==> src/rtl/arb_pkg.sv <==
// Shared constants and types for the 8-requester arbiter.
package arb_pkg;

    localparam int N_REQ        = 8;
    localparam int IDX_W        = 3;
    localparam int DEF_MAX_HOLD = 16;

    typedef enum logic {
        IDLE  = 1'b0,
        GRANT = 1'b1
    } state_t;

endpackage

==> src/rtl/rr_pick8.sv <==
// Combinational winner pick: rotate so 'start' is lowest priority, take the
// highest set index, then un-rotate back to a requester index.
module rr_pick8
    import arb_pkg::*;
(
    input  logic [N_REQ-1:0] req,
    input  logic [IDX_W-1:0] start,
    output logic [IDX_W-1:0] idx,
    output logic             found
);

    logic [2*N_REQ-1:0] dbl;
    logic [N_REQ-1:0]   rot;
    logic [IDX_W-1:0]   rot_idx;

    // rot[k] = req[(start + k) mod 8], so rot[0] is the previous winner.
    assign dbl = {req, req} >> start;
    assign rot = dbl[N_REQ-1:0];

    // NOTE: every variable driven here gets a default first, otherwise the
    // paths where no bit matches would infer a latch.
    always_comb begin
        rot_idx = '0;
        for (int k = 0; k < N_REQ; k++) begin
            if (rot[k]) begin
                rot_idx = IDX_W'(k);
            end
        end
    end

    assign found = |rot;
    assign idx   = start + rot_idx;

endmodule

==> src/rtl/req_arbiter8.sv <==
// 8-requester arbiter: fixed or round-robin pick, grant held while requested,
// forced release after MAX_HOLD cycles, one idle cycle between grants.
module req_arbiter8
    import arb_pkg::*;
#(
    parameter int MAX_HOLD = DEF_MAX_HOLD,
    parameter int HOLD_W   = 8
) (
    input  logic             clk,
    input  logic             rst_n,
    input  logic             en,
    input  logic             mode,
    input  logic [N_REQ-1:0] req,
    output logic [N_REQ-1:0] gnt,
    output logic [IDX_W-1:0] gnt_idx,
    output logic             gnt_valid,
    output logic             timeout
);

    localparam logic [HOLD_W-1:0] HOLD_LAST = HOLD_W'(MAX_HOLD - 1);

    state_t            state, state_next;
    logic [HOLD_W-1:0] hold_cnt, hold_next;
    logic [IDX_W-1:0]  idx_next;
    logic              timeout_q, timeout_next;

    logic [IDX_W-1:0]  pick_idx;
    logic              pick_found;
    logic              rel_normal, rel_forced;

    // gnt_idx doubles as the round-robin pointer; fixed mode searches from 7.
    rr_pick8 u_pick (
        .req   (req),
        .start (mode ? gnt_idx : '0),
        .idx   (pick_idx),
        .found (pick_found)
    );

    // NOTE: state registers use non-blocking assignments so every flop
    // samples the pre-edge values regardless of process ordering.
    always_ff @(posedge clk or negedge rst_n) begin
        if (!rst_n) begin
            state     <= IDLE;
            hold_cnt  <= '0;
            gnt_idx   <= '0;
            timeout_q <= 1'b0;
        end else begin
            state     <= state_next;
            hold_cnt  <= hold_next;
            gnt_idx   <= idx_next;
            timeout_q <= timeout_next;
        end
    end

    assign rel_normal = !req[gnt_idx] || !en;
    assign rel_forced = (hold_cnt == HOLD_LAST);

    always_comb begin
        state_next   = state;
        hold_next    = hold_cnt;
        idx_next     = gnt_idx;
        timeout_next = 1'b0;
        unique case (state)
            IDLE: begin
                if (en && pick_found) begin
                    state_next = GRANT;
                    idx_next   = pick_idx;
                    hold_next  = '0;
                end
            end
            GRANT: begin
                if (rel_normal || rel_forced) begin
                    state_next   = IDLE;
                    timeout_next = !rel_normal;
                end else begin
                    hold_next = hold_cnt + HOLD_W'(1);
                end
            end
            default: state_next = IDLE;
        endcase
    end

    always_comb begin
        gnt = '0;
        if (state == GRANT) begin
            gnt[gnt_idx] = 1'b1;
        end
    end

    assign gnt_valid = (state == GRANT);
    assign timeout   = timeout_q;

endmodule

==> config.mk <==
export PLATFORM = sky130hd
export DESIGN_NAME = req_arbiter8
export DESIGN_NICKNAME = d
export VERILOG_FILES = /design/src/rtl/arb_pkg.sv /design/src/rtl/rr_pick8.sv /design/src/rtl/req_arbiter8.sv
export SDC_FILE = /design/constraint.sdc
export NUM_CORES = 1
export LEC_CHECK = 0
export CORE_MARGIN = 3
export CORE_UTILIZATION = 57
export DETAILED_ROUTE_END_ITERATION = 10
export GPL_ROUTABILITY_DRIVEN = 0
export PLACE_DENSITY = 0.9
export SLEW_MARGIN = 25
export SYNTH_ARGS = -nofsm -noshare
export SYNTH_HDL_FRONTEND = slang
export SYNTH_HIERARCHICAL = 1
export SYNTH_SLANG_ARGS = --single-unit
==> constraint.sdc <==
create_clock -name clk -period 5.2 [get_ports clk]
set_clock_uncertainty 0.05 [all_clocks]
set_input_delay 1.04 -clock clk [delete_from_list [all_inputs] [get_ports clk]]
set_output_delay 1.04 -clock clk [all_outputs]
set_load 0.05 [all_outputs]
==> impl_results.md <==
- Clock Path Buffers: 2
- Met2 wire len: between 1500 and 2000 um
- Area leader, netlist: dfrtp_1
- DR WL/cell: about 17 um
- Post-DP Area: 0.00168 mm^2
- Placement Rows: 17
- Library cells used by synthesis: 57
- Grt total ovfl: 0
- Top cell family by delay on the critical path: simple AND/OR/NAND/NOR gates
- Switching share of power: 0.515
- DP Worst Slack: 0.738 ns
- I/O Pins: 25
- CTS root buf: clkbuf_4
- First-pass iteration count of the detailed router: 4
- Mapped Area: 0.00147 mm^2
- Wire length on met3: roughly 380 um
- Unrepaired setup endpoints after global routing: false
- WS Path Type: input port to flip-flop
- Cells on worst reg2reg path: 10
- Insertion delay to the later sink of the worst-skew pair: 0.28 ns
- Post-synth EDFFs: 0
- Fin crit period: 4.20 ns
- Setup crit end kind: flip-flop
- Synthesized netlist cell count: 181
- Leak: ~0.00067 uW
- Max Fclk: about 240 MHz
- Num CTS Buffers: 3
- Hold Buf Count CTS: 0
- Initial Utilization: 0.635
- Placed cells: 223
- P_sw: 385 uW
- Worst Hold Class: flip-flop to flip-flop
- Design area: 0.00171 mm^2
- CP max stage delay: 0.66 ns
- Post-DP HPWL: 2740 um
- Top-area cell type share of the netlist area: 0.221
- Vias per inst: 6.73
- First-pass GRT wire length: around 6400 um
- CORE AREA: 0.00232 mm^2
- Critical-path cell list: clkdlybuf4s50_1, and2_1, inv_1, or4_2, o21ai_0, nand4_1, and3_1, ha_1, fa_1, xnor2_1, mux2_2
- DIE AREA: 0.00323 mm^2
- # diodes: 0
- Worst Path Arrival: around 4.3 ns
- Area contributors post-synth: dfrtp_1 22%, mux2i_1 6.8%, mux2_2 5.4%
- Port bufs: 24
- Clock Pin Slew Worst Setup and Hold Paths: around 0.08 ns
- Net Count, Synth: between 150 and 200
- Slew Viols, Final: 0
- DRC viols: 0
- Sequential area share after synthesis: 0.221
- Top post-synthesis cells by count: 13 x dfrtp_1, 13 x nand2_1, 12 x nor2_1
- Worst path bufs/invs: 2
- Uppermost layer routed: met4
- Worst-Margin Slew: roughly 0.75 ns
- Vias: ~1500
- Final Hold Vio Count: 0
- Final core occ: 0.737
- Layout Area Growth over Synthesis: 16.2%
- Worst setup margin: 0.995 ns
- Clock power frac: 0.085
- CTS sink count: 13
- Yosys reg bits: 13
- Final setup viols: 0
- Overall Global Routing Usage: 0.244
- WL final: 3800 um
- CP Data Required Time: 5.33 ns
- Gate power share: 0.667
- Share of power burned in registers: 0.248
- 1st-iter DRT viols: 121
- Largest net degree at the start of global routing: 21
- WHS Path Cells: 1
- Final worst-path cycle share: 0.809
- # resized after CTS: 0
- Layout cells sized above 1: 0.116
- Int Power: 362 uW
- Highest-delay cell along the critical path: or4_2
- H-tree Lvls: 1
- P per Cell Area: 438 mW/mm^2
- Worst path depth: 11
- TritonCTS clock tree: yes
- Die height: 56.8 um
- CP Max Fanout: 20
- Maximum VDD drop: 0.378 mV
- Synthesis Warnings: 6
- Antenna-violating nets left: 0
- Vias in the first global route: around 1400
- WL met1: 1500 um
- Postcts setup bufs: 0
- Slew HR: 0.498
- Die Wd: 56.8 um
- Mean area per synthesized cell: 8.13 um^2
- Asr flop ratio synth: 1.00
- Top FF cell, synth: dfrtp_1
- Cell Count, Final, Fillers Out: 227
- Max-cap violations: 0
- Nets: 215
- CP Launch Type: input port
- Initial antenna violation count: 0
- Total negative slack: 0 ns
- Outcome: completed
## power groups by stage
stage | registers (uW) | logic [uW] | clock network, uW
after CTS | 184 | 496 | 64.1
after detailed placement | 186 | 494 | 0
after global routing | 194 | 540 | 69.7
after global placement | 182 | 474 | 0
final | 186 | 499 | 63.3
after floorplan | 214 | 354 | 0
## through the flow
stage	total power, uW	hold slack, ns
2_1_floorplan	568	0.421
3_3_place_gp	656	0.431
3_5_place_dp	680	0.450
4_1_cts	744	0.499
5_1_grt	804	0.523
6_report	748	0.483
## cell type report
class	count	area (um^2)
Multi-Input combinational cell	146	1030
Fill cell	171	609
Inverter	10	37.5
Clock buffer	4	26.3
Timing Repair Buffer	26	255
Tap cell	28	35.0
Sequential cell	13	325
## cells in the final DEF, fill, tap and decap left out, types with 3 or more instances in the layout
cell type        instances
nand2_1                 13
nor3_1                   8
nand3_1                  6
mux2i_1                 10
or3_1                    3
and2_1                   4
a31oi_1                  6
o21ai_0                  8
nand2b_1                 8
a21oi_1                  6
dfrtp_1                 13
clkdlybuf4s50_1         24
clkbuf_4                 3
nor3b_1                  3
inv_1                   10
mux2_2                   7
nor2_1                  12
nand3b_1                 3
## kinds of logic after synthesis
logic type                 share of synthesized area
AOI/OAI and AO/OA                              0.197
xor gates and xnor gates                      0.0119
adders and majority gates                     0.0306
buffers and inverters                         0.0791
DFF                                            0.221
muxes                                          0.160
and+or+nand+nor                                0.300
## sequential cells by signal, summed over array words and instances (netlist names)
register / count
hold_cnt: 8
gnt_idx: 3
gnt_valid: 1
timeout: 1
## worst paths after layout
path | end | slack (ns) | startpoint
hold reg to reg | hold_cnt[0] | 0.48 | hold_cnt[0]
setup / recovery | gnt_idx[2] | 1.0 | mode
setup reg to reg | gnt_idx[2] | 1.71 | gnt_idx[2]
hold / removal | hold_cnt[0] | 0.48 | hold_cnt[0]
min in group asynchronous | hold_cnt[7] | 1.08 | rst_n
max in group asynchronous | hold_cnt[3] | 3.62 | rst_n
## per-layer routing
layer	vias to the layer above	track usage
met5	-	0
met4	0	0.0464
met3	10	0.0483
met2	86	0.411
met1	729	0.323
li1	702	-
Note: power is estimated with default switching activity, not from simulation.
